===== config.mk =====
export PLATFORM = sky130hd
export DESIGN_NAME = bus_cycle_ctrl_flat
export DESIGN_NICKNAME = d
export VERILOG_FILES = /design/src/rtl/bus_pkg.sv /design/src/rtl/bus_cycle_ctrl_if.sv /design/src/rtl/bus_wait_timer.sv /design/src/rtl/bus_cycle_ctrl.sv /design/src/flat_wrapper.sv
export SDC_FILE = /design/constraint.sdc
export NUM_CORES = 1
export LEC_CHECK = 0
export BUFFER_PORTS_ARGS = -buffer_cell sky130_fd_sc_hd__buf_2
export CORE_MARGIN = 1.5
export CORE_UTILIZATION = 47
export DETAILED_ROUTE_END_ITERATION = 8
export HOLD_SLACK_MARGIN = 0.05
export PLACE_DENSITY_LB_ADDON = 0.05
export RECOVER_POWER = 25
export SETUP_SLACK_MARGIN = 0.02
export SYNTH_ARGS = -nofsm -noshare
export SYNTH_HDL_FRONTEND = slang
export SYNTH_SLANG_ARGS = --single-unit

===== constraint.sdc =====
create_clock -name clk -period 2.8 [get_ports clk]
set_input_delay 0.42 -clock clk [delete_from_list [all_inputs] [get_ports clk]]
set_output_delay 0.42 -clock clk [all_outputs]
set_load 0.01 [all_outputs]

===== src/rtl/bus_pkg.sv =====
// Shared definitions for the bus cycle controller slice.
//   - bus_state_e     : one-hot bus cycle state (IDLE, T1, T2, T3, TW, T4)
//   - ADDR_W_DEF/DATA_W_DEF : default address / data widths
//   - STROBE_ON/OFF   : levels of the active-low RD/WR strobes
//   - in_strobe_phase : true for the states that drive RD/WR (T2, T3, TW)
package bus_pkg;

  localparam int ADDR_W_DEF = 20;
  localparam int DATA_W_DEF = 8;

  localparam logic STROBE_ON  = 1'b0;
  localparam logic STROBE_OFF = 1'b1;

  typedef enum logic [5:0] {
    ST_IDLE = 6'b000001,
    ST_T1   = 6'b000010,
    ST_T2   = 6'b000100,
    ST_T3   = 6'b001000,
    ST_TW   = 6'b010000,
    ST_T4   = 6'b100000
  } bus_state_e;

  function automatic logic in_strobe_phase(input bus_state_e s);
    return (s == ST_T2) || (s == ST_T3) || (s == ST_TW);
  endfunction

endpackage


===== src/rtl/bus_cycle_ctrl_if.sv =====
// Request/response handshake plus multiplexed bus pins of the bus cycle
// controller.
//   master : controller view (drives req_ready, rsp_*, bus strobes, Address, AD_out)
//   slave  : environment view (execution unit + memory/IO responder)
interface bus_cycle_ctrl_if
  import bus_pkg::*;
#(
  parameter int ADDR_W = ADDR_W_DEF,
  parameter int DATA_W = DATA_W_DEF
) ();

  // request side
  logic              req_valid;
  logic              req_ready;
  logic              req_write;
  logic              req_io;
  logic [ADDR_W-1:0] req_addr;
  logic [DATA_W-1:0] req_wdata;
  // response side
  logic              rsp_valid;
  logic [DATA_W-1:0] rsp_rdata;
  logic              rsp_timeout;
  // bus side
  logic [ADDR_W-1:0] Address;
  logic              CS;
  logic              ALE;
  logic              RD;
  logic              WR;
  logic              IO_M;
  logic [DATA_W-1:0] AD_out;
  logic              AD_oe;
  logic [DATA_W-1:0] AD_in;
  logic              READY;

  modport master (
    input  req_valid, req_write, req_io, req_addr, req_wdata, AD_in, READY,
    output req_ready, rsp_valid, rsp_rdata, rsp_timeout,
           Address, CS, ALE, RD, WR, IO_M, AD_out, AD_oe
  );

  modport slave (
    output req_valid, req_write, req_io, req_addr, req_wdata, AD_in, READY,
    input  req_ready, rsp_valid, rsp_rdata, rsp_timeout,
           Address, CS, ALE, RD, WR, IO_M, AD_out, AD_oe
  );

endinterface


===== src/rtl/bus_wait_timer.sv =====
// Wait-state counter for the bus cycle controller.
//   clk, rst : clock, synchronous active-high reset
//   i_clr    : clear counter to zero (takes priority)
//   i_inc    : increment counter
//   o_tc     : terminal count, high while the counter equals MAX_WAIT-1
module bus_wait_timer #(
  parameter int MAX_WAIT = 15
) (
  input  logic clk,
  input  logic rst,
  input  logic i_clr,
  input  logic i_inc,
  output logic o_tc
);

  localparam int CNT_W = $clog2(MAX_WAIT + 1);

  logic [CNT_W-1:0] r_cnt;

  always_ff @(posedge clk) begin
    if (rst || i_clr) begin
      r_cnt <= '0;
    end else if (i_inc) begin
      r_cnt <= r_cnt + 1'b1;
    end
  end

  assign o_tc = (r_cnt == CNT_W'(MAX_WAIT - 1));

endmodule


===== src/rtl/bus_cycle_ctrl.sv =====
// Processor-side bus cycle generator. Turns one accepted read/write request
// into a multiplexed T1/T2/T3/(TW)/T4 bus cycle and reports completion
// (read data or timeout) with a one-cycle rsp_valid strobe in T4.
//   clk, rst : clock, synchronous active-high reset
//   bif      : bus_cycle_ctrl_if.master (request, response and bus pins)
// Strobe outputs are registered from the next state, so they change on the
// same edge as the state register and are glitch-free.
module bus_cycle_ctrl
  import bus_pkg::*;
#(
  parameter int ADDR_W   = ADDR_W_DEF,
  parameter int DATA_W   = DATA_W_DEF,
  parameter int MAX_WAIT = 15
) (
  input  logic             clk,
  input  logic             rst,
  bus_cycle_ctrl_if.master bif
);

  bus_state_e r_state;
  bus_state_e w_state_next;

  logic              r_write;
  logic              r_io;
  logic [ADDR_W-1:0] r_addr;
  logic [DATA_W-1:0] r_wdata;

  logic              r_ale;
  logic              r_cs;
  logic              r_rd;
  logic              r_wr;
  logic              r_ad_oe;
  logic [DATA_W-1:0] r_ad_out;
  logic              r_rsp_valid;
  logic              r_rsp_timeout;
  logic [DATA_W-1:0] r_rsp_rdata;

  logic w_req_ready;
  logic w_accept;
  logic w_data_done;
  logic w_timeout_hit;
  logic w_wait_tc;
  logic w_wait_clr;
  logic w_wait_inc;
  logic w_strobe_next;

  assign w_req_ready   = !rst && ((r_state == ST_IDLE) || (r_state == ST_T4));
  assign w_accept      = bif.req_valid && w_req_ready;
  assign w_data_done   = ((r_state == ST_T3) || (r_state == ST_TW)) && bif.READY;
  // Abort only from the last permitted wait state.
  assign w_timeout_hit = (r_state == ST_TW) && !bif.READY && w_wait_tc;
  assign w_wait_clr    = (r_state == ST_T1);
  assign w_wait_inc    = (r_state == ST_TW) && !bif.READY && !w_wait_tc;
  assign w_strobe_next = in_strobe_phase(w_state_next);

  bus_wait_timer #(
    .MAX_WAIT (MAX_WAIT)
  ) u_wait_timer (
    .clk   (clk),
    .rst   (rst),
    .i_clr (w_wait_clr),
    .i_inc (w_wait_inc),
    .o_tc  (w_wait_tc)
  );

  always_comb begin
    w_state_next = r_state;
    case (r_state)
      ST_IDLE: if (w_accept) w_state_next = ST_T1;
      ST_T1:   w_state_next = ST_T2;
      ST_T2:   w_state_next = ST_T3;
      ST_T3:   w_state_next = bif.READY ? ST_T4 : ST_TW;
      ST_TW:   if (bif.READY || w_wait_tc) w_state_next = ST_T4;
      ST_T4:   w_state_next = w_accept ? ST_T1 : ST_IDLE;
      default: w_state_next = ST_IDLE;
    endcase
  end

  always_ff @(posedge clk) begin
    if (rst) begin
      r_state       <= ST_IDLE;
      r_write       <= 1'b0;
      r_io          <= 1'b0;
      r_addr        <= '0;
      r_wdata       <= '0;
      r_ale         <= 1'b0;
      r_cs          <= 1'b0;
      r_rd          <= STROBE_OFF;
      r_wr          <= STROBE_OFF;
      r_ad_oe       <= 1'b0;
      r_ad_out      <= '0;
      r_rsp_valid   <= 1'b0;
      r_rsp_timeout <= 1'b0;
      r_rsp_rdata   <= '0;
    end else begin
      r_state <= w_state_next;

      if (w_accept) begin
        r_write <= bif.req_write;
        r_io    <= bif.req_io;
        r_addr  <= bif.req_addr;
        r_wdata <= bif.req_wdata;
      end

      // T1 is only ever entered on an accept edge, so the address phase
      // takes its low byte straight from the request being captured.
      r_ale   <= (w_state_next == ST_T1);
      r_cs    <= (w_state_next != ST_IDLE);
      r_rd    <= (w_strobe_next && !r_write) ? STROBE_ON : STROBE_OFF;
      r_wr    <= (w_strobe_next &&  r_write) ? STROBE_ON : STROBE_OFF;
      r_ad_oe <= (w_state_next == ST_T1) || (w_strobe_next && r_write);
      if (w_state_next == ST_T1) begin
        r_ad_out <= bif.req_addr[DATA_W-1:0];
      end else if (w_strobe_next && r_write) begin
        r_ad_out <= r_wdata;
      end else begin
        r_ad_out <= '0;
      end

      r_rsp_valid   <= (w_state_next == ST_T4);
      r_rsp_timeout <= w_timeout_hit;

      if (!r_write) begin
        if (w_data_done) begin
          r_rsp_rdata <= bif.AD_in;
        end else if (w_timeout_hit) begin
          r_rsp_rdata <= '1;
        end
      end
    end
  end

  assign bif.req_ready   = w_req_ready;
  assign bif.rsp_valid   = r_rsp_valid;
  assign bif.rsp_timeout = r_rsp_timeout;
  assign bif.rsp_rdata   = r_rsp_rdata;
  assign bif.Address     = r_addr;
  assign bif.IO_M        = r_io;
  assign bif.CS          = r_cs;
  assign bif.ALE         = r_ale;
  assign bif.RD          = r_rd;
  assign bif.WR          = r_wr;
  assign bif.AD_oe       = r_ad_oe;
  assign bif.AD_out      = r_ad_out;

endmodule


===== src/flat_wrapper.sv =====
// flat-port wrapper written by rule: the top's interface ports become plain ports
module bus_cycle_ctrl_flat import bus_pkg::*;
#(
  parameter int ADDR_W   = ADDR_W_DEF,
  parameter int DATA_W   = DATA_W_DEF,
  parameter int MAX_WAIT = 15
)
  (clk, rst, bif_req_valid, bif_req_write, bif_req_io, bif_req_addr, bif_req_wdata, bif_AD_in, bif_READY, bif_req_ready, bif_rsp_valid, bif_rsp_rdata, bif_rsp_timeout, bif_Address, bif_CS, bif_ALE, bif_RD, bif_WR, bif_IO_M, bif_AD_out, bif_AD_oe);
  bus_cycle_ctrl_if #(.ADDR_W(ADDR_W), .DATA_W(DATA_W)) bif_i ();
  input  logic clk;
  input  logic rst;
  input wire logic [$bits(bif_i.req_valid)-1:0] bif_req_valid;
  input wire logic [$bits(bif_i.req_write)-1:0] bif_req_write;
  input wire logic [$bits(bif_i.req_io)-1:0] bif_req_io;
  input wire logic [$bits(bif_i.req_addr)-1:0] bif_req_addr;
  input wire logic [$bits(bif_i.req_wdata)-1:0] bif_req_wdata;
  input wire logic [$bits(bif_i.AD_in)-1:0] bif_AD_in;
  input wire logic [$bits(bif_i.READY)-1:0] bif_READY;
  output wire logic [$bits(bif_i.req_ready)-1:0] bif_req_ready;
  output wire logic [$bits(bif_i.rsp_valid)-1:0] bif_rsp_valid;
  output wire logic [$bits(bif_i.rsp_rdata)-1:0] bif_rsp_rdata;
  output wire logic [$bits(bif_i.rsp_timeout)-1:0] bif_rsp_timeout;
  output wire logic [$bits(bif_i.Address)-1:0] bif_Address;
  output wire logic [$bits(bif_i.CS)-1:0] bif_CS;
  output wire logic [$bits(bif_i.ALE)-1:0] bif_ALE;
  output wire logic [$bits(bif_i.RD)-1:0] bif_RD;
  output wire logic [$bits(bif_i.WR)-1:0] bif_WR;
  output wire logic [$bits(bif_i.IO_M)-1:0] bif_IO_M;
  output wire logic [$bits(bif_i.AD_out)-1:0] bif_AD_out;
  output wire logic [$bits(bif_i.AD_oe)-1:0] bif_AD_oe;
  assign bif_i.req_valid = bif_req_valid;
  assign bif_i.req_write = bif_req_write;
  assign bif_i.req_io = bif_req_io;
  assign bif_i.req_addr = bif_req_addr;
  assign bif_i.req_wdata = bif_req_wdata;
  assign bif_i.AD_in = bif_AD_in;
  assign bif_i.READY = bif_READY;
  assign bif_req_ready = bif_i.req_ready;
  assign bif_rsp_valid = bif_i.rsp_valid;
  assign bif_rsp_rdata = bif_i.rsp_rdata;
  assign bif_rsp_timeout = bif_i.rsp_timeout;
  assign bif_Address = bif_i.Address;
  assign bif_CS = bif_i.CS;
  assign bif_ALE = bif_i.ALE;
  assign bif_RD = bif_i.RD;
  assign bif_WR = bif_i.WR;
  assign bif_IO_M = bif_i.IO_M;
  assign bif_AD_out = bif_i.AD_out;
  assign bif_AD_oe = bif_i.AD_oe;
  bus_cycle_ctrl #(.ADDR_W(ADDR_W), .DATA_W(DATA_W), .MAX_WAIT(MAX_WAIT)) u_core (.clk(clk), .rst(rst), .bif(bif_i));
endmodule

==> results by group <==
Logic synthesis
  – Net Count, Synth: 268
  – Mapped Avg Cell Area: 9.80 um2
  – Cell Area, Synth: about 0.0022 mm2
  – Cells after Synth: between 200 and 250
  – Synth area leaders: dfxtp_1, nand2_1, a22o_1
  – Register area share after synthesis: 57.5%
  – Yosys warning count: 0
  – Seq cells post-synth: 63
  – Async set-reset flop share out of synthesis: 0%
  – Primary FF master, synth: dfxtp_1
  – Most common cell in the netlist: dfxtp_1
  – Synth cell count leaders: dfxtp_1, nand2_1, o21ai_0, a22o_1, nor2_1
  – Post-synth EDFFs: 0
  – Top cell type by total area after synthesis: dfxtp_1
  – Post-synth cell types: 33
  – Share of the synthesized area in the top cell type: 57.5%

Detailed routing
  – Routed WL: about 4800 um
  – DR iter-0 viols: between 70 and 80
  – Via density: just over 5
  – WL/cell: roughly 13 um
  – Antenna viol nets, final: 0
  – Pre-Repair DR Iteration Count: 4
  – Vias: 1900
  – # DRC: 0

Placed design
  – Final HPWL DP: approximately 3300 um
  – RD Place Congestion: ~0.74
  – Buffers on Ports: 86

Worst setup path
  – Critical Path AT: 2.57 ns
  – WP data required: between 3 and 4 ns
  – CP Class: reg2reg
  – Max FO, Critical Path: 10
  – Top Family by Delay on Critical Path: compound AO/OA/AOI/OAI gates
  – Buf/Inv on CP: 0
  – Setup crit start kind: flop
  – Critical-path cell list: nor4_2 > nand3_1 > a31oi_1 > a22o_1
  – CP max-delay cell: a31oi_1
  – R2r setup slk: approximately 0.50 ns
  – CP peak stage delay: about 0.80 ns
  – CP Capture Type: flop

Timing
  – Unrepaired setup endpoints after global routing: no
  – Final hold vios: 0
  – Max frequency: around 430 MHz
  – Relative slew slack: approximately a third
  – Setup Total Neg Slack: 0 ns
  – Tightest Pin Transition: about 0.98 ns
  – # setup viols final: 0
  – Fin. max-slew vios: 0
  – Final min period: ~2.3 ns
  – Final period utilization: ~82%
  – Clock skew: between 0.003 and 0.004 ns

Floorplan
  – Die Height: 71.3 um
  – Die X: 71.3 um
  – Die Footprint: 0.00509 mm2
  – IO Count: just under 90
  – Initial core utilization: between 40 and 50%
  – Core area: 0.00441 mm2
  – Rows: 24

Final layout
  – Sequential cell area: around 0.0013 mm2
  – Fillers: about 380
  – Nets@finish: ~360
  – Share of layout cells above drive strength 1: between 20% and 30%
  – Antenna Cells: 0
  – Area grow syn2layout: 30.2%
  – Footprint of the multi-input gates: ~860 um2
  – Final core occ: about two thirds

Hold path
  – Hold crit path type: in2reg

CTS
  – CTS tree: yes
  – Root Driver: clkbuf_8
  – Htree depth: 3
  – Hold_buf cts: 0
  – Clock sinks: 63
  – Setup Buffers After CTS: 0
  – CTS Buffer Depth: 2
  – Clock transition at the registers of the reported paths: approximately 0.07 ns
  – CTS buffer count: 9
  – PostCTS Resize Cnt: 0
  – Worst skew pair latency: between 0.3 and 0.4 ns

GRT
  – Grt ovf: 0
  – Vias in the first global route: approximately 1700
  – Largest net degree at the start of global routing: 48
  – Wire length of the first global-routing pass: 7940 um
  – Global-route usage over all layers: ~20%
  – Antenna violations before repair: 0

Power
  – Pwr dens: approximately 700 mW/mm2
  – Leakage power: approximately 1.2 nW
  – Peak supply drop: 0.354 mV

Outcome
  – Status: completed

Run
  – MaxCap Viol Count: 0
==> logic make-up after synthesis <==
group	Yosys count	share of synthesized area, %
AO/OA/AOI/OAI	56	18.8
XOR/XNOR	5	2.00
adder cells (fa/ha/maj)	2	1.14
buffers and inverters	18	3.42
flip-flops	63	57.5
AND/OR/NAND/NOR	80	17.2
==> through the flow <==
step	area (um2)	hold WS, ns	worst slack, ns	std cells	total power [mW]
global route	2860	0.283	0.257	369	2.07
CTS	2890	0.274	0.503	369	2.01
finish	2860	0.284	0.497	369	1.99
floorplan	2190	0.428	0.810	224	1.07
detailed placement	2660	0.449	0.573	353	1.15
global placement	2660	0.438	0.616	353	1.15
==> state kept, by name (all words and copies together), names as in the netlist <==
register,cells
u_core.r_state,6
u_core.bif.CS,1
u_core.r_write,1
u_core.bif.Address,20
u_core.bif.ALE,1
u_core.bif.rsp_timeout,1
u_core.bif.rsp_rdata,8
u_core.bif.AD_oe,1
u_core.bif.IO_M,1
u_core.bif.RD,1
u_core.r_wdata,8
u_core.bif.AD_out,8
u_core.bif.rsp_valid,1
u_core.u_wait_timer.r_cnt,4
u_core.bif.WR,1
==> worst paths after layout <==
check,from,end,cells after the start
hold / removal,bif_req_wdata[0],u_core.r_wdata[0],3
setup reg to reg,u_core.r_state[2],u_core.bif.AD_out[1],4
hold reg to reg,u_core.bif.Address[19],u_core.bif.Address[19],2
setup / recovery,u_core.r_state[2],u_core.bif.AD_out[1],4
==> worst register-to-register path, delay by kind of cell (launching register included) <==
kind	cells	cell delay, ns
simple gates	2	0.84
flops	1	0.37
compound gates	2	1.04
==> power breakdown <==
part / switching [mW] / internal, mW
sequential: 0.0237 / 0.942
combinational: 0.0925 / 0.0727
clock: 0.325 / 0.532
total: 0.441 / 1.55
==> layout make-up <==
cell class                      instances  share of cell area [%]
Clock buffer                           14                    6.75
Clock inverter                          2                    1.23
Inverter                                6                   0.788
Timing Repair Buffer                   89                    14.8
Sequential cell                        63                    44.2
Tap cell                               52                    2.28
Multi-Input combinational cell        143                    30.0
==> layer usage <==
metal,vias up,wire length [um],GRT usage [%]
met4,0,71,10.1
met3,8,311,5.49
li1,972,-,-
met1,858,2360,26.9
met5,-,0,0
met2,62,2100,29.6
==> layout by cell type, fill, tap and decap left out, drive strengths merged <==
master,instances
nand4b,1
o22a,1
clkinv,1
xor2,3
a22o,16
nand3,5
and4b,1
o311ai,1
nand2,47
xnor2,2
buf,64
bufinv,1
or4,1
clkbuf,39
nand4,2
a31oi,4
or3,2
a211o,1
dfxtp,63
a21oi,1
or2,1
o21ai,22
nor2,10
nand3b,1
nor2b,1
inv,6
nor4,4
o31ai,2
and2,1
ha,2
o221a,8
nor3,3
(Power assumes the default switching activity.)
